[src/rtl/tick_divider_bank.sv]
// Bank of independent runtime-programmable tick dividers. Each channel emits a divided clock
// and a one-cycle period-start tick; config writes to a running channel wait for a boundary.
module tick_divider_bank #(
   parameter int unsigned CHANNELS     = 4,
   parameter int unsigned WIDTH        = 24,
   parameter int unsigned DEFAULT_DIV  = 100,
   parameter int unsigned DEFAULT_HIGH = 50,
   parameter int unsigned CH_W         = 2
) (
   input  logic                i_clk,
   input  logic                reset,
   input  logic [CHANNELS-1:0] i_enable,
   input  logic                i_cfg_we,
   input  logic [CH_W-1:0]     i_cfg_ch,
   input  logic [WIDTH-1:0]    i_cfg_div,
   input  logic [WIDTH-1:0]    i_cfg_high,
   output logic [CHANNELS-1:0] o_clk,
   output logic [CHANNELS-1:0] o_tick,
   output logic [CHANNELS-1:0] o_cfg_pending
);

   localparam logic [WIDTH-1:0] DefPer  = (DEFAULT_DIV < 2) ? WIDTH'(2) : WIDTH'(DEFAULT_DIV);
   localparam logic [WIDTH-1:0] DefHigh = WIDTH'(DEFAULT_HIGH);

   logic [CHANNELS-1:0] running_q, running_d;
   logic [CHANNELS-1:0] pend_v_q, pend_v_d;
   logic [CHANNELS-1:0] clk_q, clk_d;
   logic [CHANNELS-1:0] tick_q, tick_d;

   logic [WIDTH-1:0] cnt_q      [CHANNELS];
   logic [WIDTH-1:0] cnt_d      [CHANNELS];
   logic [WIDTH-1:0] per_q      [CHANNELS];
   logic [WIDTH-1:0] per_d      [CHANNELS];
   logic [WIDTH-1:0] hi_q       [CHANNELS];
   logic [WIDTH-1:0] hi_d       [CHANNELS];
   logic [WIDTH-1:0] pend_per_q [CHANNELS];
   logic [WIDTH-1:0] pend_per_d [CHANNELS];
   logic [WIDTH-1:0] pend_hi_q  [CHANNELS];
   logic [WIDTH-1:0] pend_hi_d  [CHANNELS];

   logic [WIDTH-1:0] cfg_div_clamped;
   logic [CHANNELS-1:0] wr_hit;
   logic [CHANNELS-1:0] load;

   assign cfg_div_clamped = (i_cfg_div < WIDTH'(2)) ? WIDTH'(2) : i_cfg_div;

   // Out-of-range channel selects match no channel, so the write is dropped.
   always_comb begin
      wr_hit = '0;
      for (int c = 0; c < int'(CHANNELS); c++) begin
         wr_hit[c] = i_cfg_we && (i_cfg_ch == CH_W'(c));
      end
   end

   always_comb begin
      running_d = running_q;
      pend_v_d  = pend_v_q;
      clk_d     = '0;
      tick_d    = '0;
      load      = '0;
      for (int c = 0; c < int'(CHANNELS); c++) begin
         cnt_d[c]      = cnt_q[c];
         per_d[c]      = per_q[c];
         hi_d[c]       = hi_q[c];
         pend_per_d[c] = pend_per_q[c];
         pend_hi_d[c]  = pend_hi_q[c];

         if (!i_enable[c]) begin
            running_d[c] = 1'b0;
            cnt_d[c]     = '0;
         end else if (!running_q[c] || (cnt_q[c] == per_q[c] - WIDTH'(1))) begin
            running_d[c] = 1'b1;
            cnt_d[c]     = '0;
            tick_d[c]    = 1'b1;
            load[c]      = pend_v_q[c];
         end else begin
            cnt_d[c] = cnt_q[c] + WIDTH'(1);
         end

         // The boundary consumes the staged value held before this edge.
         if (load[c]) begin
            per_d[c]    = pend_per_q[c];
            hi_d[c]     = pend_hi_q[c];
            pend_v_d[c] = 1'b0;
         end

         // Writes to a running or starting channel wait for the next boundary.
         if (wr_hit[c]) begin
            if (running_q[c] || i_enable[c]) begin
               pend_per_d[c] = cfg_div_clamped;
               pend_hi_d[c]  = i_cfg_high;
               pend_v_d[c]   = 1'b1;
            end else begin
               per_d[c] = cfg_div_clamped;
               hi_d[c]  = i_cfg_high;
            end
         end

         clk_d[c] = i_enable[c] && (cnt_d[c] < hi_d[c]);
      end
   end

   always_ff @(posedge i_clk) begin
      if (reset) begin
         running_q <= '0;
         pend_v_q  <= '0;
         clk_q     <= '0;
         tick_q    <= '0;
         for (int c = 0; c < int'(CHANNELS); c++) begin
            cnt_q[c]      <= '0;
            per_q[c]      <= DefPer;
            hi_q[c]       <= DefHigh;
            pend_per_q[c] <= DefPer;
            pend_hi_q[c]  <= DefHigh;
         end
      end else begin
         running_q <= running_d;
         pend_v_q  <= pend_v_d;
         clk_q     <= clk_d;
         tick_q    <= tick_d;
         for (int c = 0; c < int'(CHANNELS); c++) begin
            cnt_q[c]      <= cnt_d[c];
            per_q[c]      <= per_d[c];
            hi_q[c]       <= hi_d[c];
            pend_per_q[c] <= pend_per_d[c];
            pend_hi_q[c]  <= pend_hi_d[c];
         end
      end
   end

   assign o_clk         = clk_q;
   assign o_tick        = tick_q;
   assign o_cfg_pending = pend_v_q;

endmodule

[config.mk]
export PLATFORM = sky130hd
export DESIGN_NAME = tick_divider_bank
export DESIGN_NICKNAME = d
export VERILOG_FILES = /design/src/rtl/tick_divider_bank.sv
export SDC_FILE = /design/constraint.sdc
export NUM_CORES = 1
export LEC_CHECK = 0
export ABC_CLOCK_PERIOD_IN_PS = 4700
export CORE_MARGIN = 1
export CORE_UTILIZATION = 45
export CTS_BUF_LIST = sky130_fd_sc_hd__clkbuf_8
export CTS_CLUSTER_SIZE = 10
export DETAILED_ROUTE_END_ITERATION = 12
export GPL_TIMING_DRIVEN = 0
export PLACE_DENSITY = 0.64
export SETUP_SLACK_MARGIN = 0.05
export SLEW_MARGIN = 15
export SYNTH_ARGS = -nofsm -noshare
export SYNTH_HDL_FRONTEND = slang
export SYNTH_SLANG_ARGS = --single-unit
[constraint.sdc]
create_clock -name i_clk -period 4.7 [get_ports i_clk]
set_input_delay 0.94 -clock i_clk [delete_from_list [all_inputs] [get_ports i_clk]]
set_output_delay 0.94 -clock i_clk [all_outputs]
set_load 0.005 [all_outputs]
* Word level (Yosys, flattened, before mapping)
Memories as Yosys holds them, arrays and structs flattened.
Cells that the tools add are included.
** Operators by class
- Add/subtract/negate cells :: 8
- Equality and inequality tests :: 7
- $lt $le $gt $ge :: 5
- Bitwise logic cells :: 24
- Multiplexer cells :: 96
- Reductions and logical operators :: 25
** Operators by type and width (count)
- 24-bit 2-to-1 mux :: 69
- 24-bit by 1-bit adder with 24-bit output, second input constant :: 4
- 24-bit equality test :: 4
- 24-bit < comparator :: 4
- 24-bit by 1-bit subtractor with 24-bit output, second input constant :: 4
- 1-bit 2-to-1 mux :: 27
- 24-bit by 2-bit < comparator with 1-bit output, second input constant :: 1
- 1-bit OR :: 20
- 1-bit logical AND :: 8
- 1-bit logical OR :: 8
- 2-bit OR reduction :: 4
- 2-bit equality test, second input constant :: 2
- 1-bit logical NOT :: 4
- 1-bit inverter :: 4
- 2-bit by 1-bit equality test with 1-bit output, second input constant :: 1
- 2-bit logical NOT :: 1
** Storage, ports and cells
- Memories :: 5
- Register bits after elaboration :: 16
- Bits in writable memories :: 480
- Output and inout bits :: 12
- Word-level logic and storage cells :: 180
** Memories
- cnt_q :: words 4, bits a word 24, read ports 4, clocked after memory_dff 0, write ports 4, RTL line 30 : logic [WIDTH-1:0] cnt_q [CHANNELS];
- hi_q :: words 4, bits a word 24, read ports 4, clocked after memory_dff 0, write ports 4, RTL line 34 : logic [WIDTH-1:0] hi_q [CHANNELS];
- pend_hi_q :: words 4, bits a word 24, read ports 4, clocked after memory_dff 0, write ports 4, RTL line 38 : logic [WIDTH-1:0] pend_hi_q [CHANNELS];
- pend_per_q :: words 4, bits a word 24, read ports 4, clocked after memory_dff 0, write ports 4, RTL line 36 : logic [WIDTH-1:0] pend_per_q [CHANNELS];
- per_q :: words 4, bits a word 24, read ports 4, clocked after memory_dff 0, write ports 4, RTL line 32 : logic [WIDTH-1:0] per_q [CHANNELS];

* Logic depth before layout (Yosys ltp)
Gate-level depths: netlist of the first run.
- Word-level depth :: 10
- Gate-level depth with buffers :: 24
- Mapped depth without buffers :: 21

* Worst setup path before layout of the first run
No wires, ideal clock.
- Path kind :: reg-to-reg
- Start :: memory per_q[2][0]
- End :: register clk_q[2], in the netlist o_clk[2]
- Period minus slack after synthesis :: 5.109 ns
- Path slack :: -0.409 ns
- Arrival time :: 5.034 ns
- Data required time :: 4.625 ns
- Stages on the path, launching flop included :: 23
- Cells stage by stage :: dfxtp_1 > inv_1 > ha_1 > or4b_4 > or2_1 > or3_1 > a2111o_1 > a2111oi_4 > a31oi_2 > or2_1 > buf_6 > buf_6 > nand3_2 > and3_1 > ha_1 > a21o_1 > a21o_1 > a21o_1 > a21o_1 > a21oi_1 > o21ai_0 > or4_1 > o22ai_1
** RTL lines
- start: declaration :: RTL line 32
- end signal: assignment :: RTL line 119 : clk_q <= clk_d;
- end: declaration :: RTL line 27 : logic [CHANNELS-1:0] clk_q, clk_d;

==> results of run 1 <==
-- power by group through the flow --
stage / sequential, mW / clock (mW) / combinational [mW]
2_1_floorplan: 4.45 / 0 / 0.530
3_3_place_gp: 4.48 / 0 / 0.812
3_5_place_dp: 4.48 / 0 / 0.820
4_1_cts: 4.40 / 4.31 / 0.863
5_1_grt: 4.41 / 4.49 / 0.992
6_report: 4.40 / 4.27 / 0.926
-- cell usage in the layout (no fill, tap or decap), types with 12 or more instances in the layout --
cell type,netlist,routed
buf_4,2,78
and3_1,65,58
a21o_1,64,64
a311oi_1,101,101
buf_6,3,15
or3_1,17,17
o21ai_0,37,30
nand2b_1,14,14
nand4b_1,16,16
nand2_1,769,761
dfxtp_1,496,479
clkbuf_1,206,182
a31o_2,24,22
nor2b_1,14,14
clkbuf_8,0,104
xor2_1,92,92
mux2i_1,26,26
nand3_1,90,86
a21oi_1,210,201
clkinv_2,0,12
buf_2,22,14
nand3_2,18,20
nor4_1,37,26
nand3b_1,28,28
xnor2_1,110,110
nor3_1,66,57
clkdlybuf4s50_1,0,21
nor2_1,433,430
inv_1,39,53
ha_1,100,86
clkbuf_2,20,26
ha_4,0,12
a31oi_1,57,57
nand4_1,45,45
-- Yosys cell counts (28+ instances only) --
| cell | instances | area (sq um) |
|---|---|---|
| nand2_1 | 769 | 2887 |
| dfxtp_1 | 496 | 9930 |
| nor2_1 | 433 | 1625 |
| a21oi_1 | 210 | 1051 |
| clkbuf_1 | 206 | 773.2 |
| xnor2_1 | 110 | 963.4 |
| a311oi_1 | 101 | 884.6 |
| ha_1 | 100 | 1251 |
| xor2_1 | 92 | 805.8 |
| nand3_1 | 90 | 450.4 |
| nor3_1 | 66 | 330.3 |
| and3_1 | 65 | 406.6 |
| a21o_1 | 64 | 480.5 |
| a31oi_1 | 57 | 356.6 |
| nand4_1 | 45 | 281.5 |
| inv_1 | 39 | 146.4 |
| nor4_1 | 37 | 231.5 |
| o21ai_0 | 37 | 185.2 |
| nand3b_1 | 28 | 210.2 |
-- worst max-delay path, stage by stage (launching register included) --
cell,delay [ns]
dfxtp_4,0.36
inv_4,0.06
ha_4,0.12
or4b_4,0.48
or4_4,0.53
a21oi_2,0.15
o211ai_1,0.15
a2111oi_4,0.47
a31oi_4,0.19
or2_1,0.25
buf_6,0.13
buf_12,0.12
nand3_4,0.05
and3_4,0.21
ha_4,0.20
a21o_1,0.15
a21o_1,0.15
a21o_1,0.15
a21o_1,0.16
a21oi_2,0.15
o21ai_2,0.08
or4_1,0.48
o22ai_2,0.19
-- routing by layer --
layer  GRT usage [%]  wire (um)  up-vias  part of all wire (%)
met3           5.108       6768      215                   7.5
met2           47.10      40120      933                    44
li1                -          -    12132                     -
met5               0         13        -                 0.014
met4           14.78       4394        2                   4.9
met1           39.35      39100    12163                    43
-- flip-flops by register name (all words and copies together) (netlist names) --
| name | flops |
|---|---|
| pend_hi_q | 96 |
| per_q | 96 |
| o_clk | 4 |
| running_q | 4 |
| hi_q | 96 |
| o_cfg_pending | 4 |
| o_tick | 4 |
| cnt_q | 96 |
| pend_per_q | 96 |
-- cell type report --
type                    count  area [sq um]
flip-flops and latches    496          9976
repair buffers            101         868.3
multi-input cells        2605         15770
clock buffers             104          1431
clock inverters            44         384.1
plain buffers             248          1141
fillers                  5518         26150
diodes                      2         5.005
inverters                  39         153.9
well taps                 756         945.9
-- repair_timing --
item                                   CTS  global route
pin swaps                               32            70
endpoints found under the hold margin    0             0
setup buffers                           40            39
resized for setup                      109           135
setup endpoints to repair                4             4
cloned                                   0             1
-- kinds of logic after synthesis --
kind of cell	share of synthesized area [%]
simple gates	29.22
compound gates	15.45
flops	38.09
buf+inv	4.608
xor+xnor	6.787
fa+ha+maj	4.800
mux	1.042
-- how the worst min path moves through the flow --
stage,endpoint,cells past startpoint,slack (ns)
floorplan,pend_hi_q[3][10],2,0.44
global placement,pend_hi_q[1][10],2,0.44
detailed placement,pend_per_q[3][17],2,0.45
CTS,per_q[3][1],2,0.45
global route,pend_per_q[0][8],2,0.47
finish,pend_hi_q[1][21],2,0.45
==> impl_metrics.toml, run 1 <==
[status]
status = "finished, violations left"
violations = "negative setup slack"

[yosys]
synth.net_count = 3556
yosysSeqAreaShare_pct = 38.09
ys_types = 83
synth-edff-count = 0
synth_ff_type = "dfxtp_1"
avgSynthCellArea_sq_um = 7.669
syn-cell-area_sq_um = 26070
syn_inst = 3399
yosys_warnings = 0
ys_seq_elements = 496
async_flop_share_pct = 0

[floorplanning]
die_w_um = 242.7
fp.dieArea_sq_um = 58890
die_y_um = 242.7
ioPinCount = 69
start_util_pct = 45.87
coreArea_sq_um = 56820
rows = 87

[critical_path]
crit_path_start_kind = "register"
path_class = "register to register"
r2r_cells = 22
crit_end = "o_clk[2]"
worstSetupStartpoint = "per_q[2][0]"
critPathCaptureType = "register"
crit_arrival_ns = 5.68
worstPathRequired_ns = 5.29
reg2reg_slack_ns = -0.38
reg2reg_from = "per_q[2][0]"
crit_fanout = 5
worst_r2r_endpoint = "o_clk[2]"

[flow_run]
cap_violations = 0

[global_routing]
grt-ovfl-total = 0
grt_pass1_wl_um = 137600
antenna_found_initial = 3
grt_pass1_vias = 23826
grt_use_total_pct = 29.86
grt_max_degree = 12

[sta]
rsz0062_at_grt = "true"
setup_viol = 2
fin_crit_ns = 5.083
fin_skew_ns = 0.02796
finalHoldViolCount = 0
slew_headroom_pct = 25.85
drv_slew = 0
period_share_pct = 108.2
fmax_mhz = 196.7
worstMarginPinSlew_ns = 1.112
setup_tns_ns = -0.7347
finalWorstSetupSlack_ns = -0.3831
hold_slack_ns = 0.4544

[drt]
drc = 0
drt_first_pass_iters = 10
ant_nets = 0
via_count = 25445
routed_via_density = 5.790
wire_per_inst_um = 20.57
drt_iter0_markers = 2274
routed_wl_um = 90400

[placement]
place_congestion = 0.8887
post-place-ws_ns = -1.488
numPlacedInstances = 4176
io_buffers = 21
place_area_sq_um = 27270
post-dp-hpwl_um = 63840

[finish]
utilization_pct = 53.98
fin_cells = 4395
final_nets = 3734
drive_above_1_share_pct = 12.92
stdcell_area_sq_um = 30670
area_delta_synth_final_pct = 17.67

[power_and_ir_drop]
power_frac_seq_pct = 45.9
leakagePower_nw = 11.00
p_int_mw = 7.001
switching_share_pct = 27.03
p_sw_mw = 2.594
power.share.clock_pct = 44.5
peakVddDrop_mv = 0.2334
finalPower_mw = 9.595
power_frac_comb_pct = 9.7
powerDensity_nw_per_um2 = 312.8

[min_path]
min_from = "pend_hi_q[1][21]"
hp-class = "register to register"

[clock_tree]
htree_levels = 3
cts_made_buffers = 86
cts_root_buffer = "clkbuf_8"
clockBufferDepth = 3
clk_latency_ns = 0.70
hold_buffers = 0
clkSlewWorstSetupHoldPaths_ns = 0.06
cts_sinks = 496
cts_tree = "yes"
Note: power is estimated with default switching activity, not from simulation.
==> run 2: changes to the inputs <==
--- a/config.mk
+++ b/config.mk
@@ -7,4 +7,5 @@
 export LEC_CHECK = 0
 export ABC_CLOCK_PERIOD_IN_PS = 4700
+export CAP_MARGIN = 20
 export CORE_MARGIN = 1
 export CORE_UTILIZATION = 45
==> constraint.sdc (replaced) <==
create_clock -name i_clk -period 4.7 [get_ports i_clk]
set_input_delay 0.94 -clock i_clk [delete_from_list [all_inputs] [get_ports i_clk]]
set_output_delay 0.94 -clock i_clk [all_outputs]
set_load 0.05 [all_outputs]
==> results of run 2 <==
The final DEF is identical to that of run 1. Status: finished, violations left: negative setup slack.
Main changes from that run: total power 9.595 mW -> 9.615 mW; worst IR drop on VDD 0.2334 mV -> 0.2404 mV
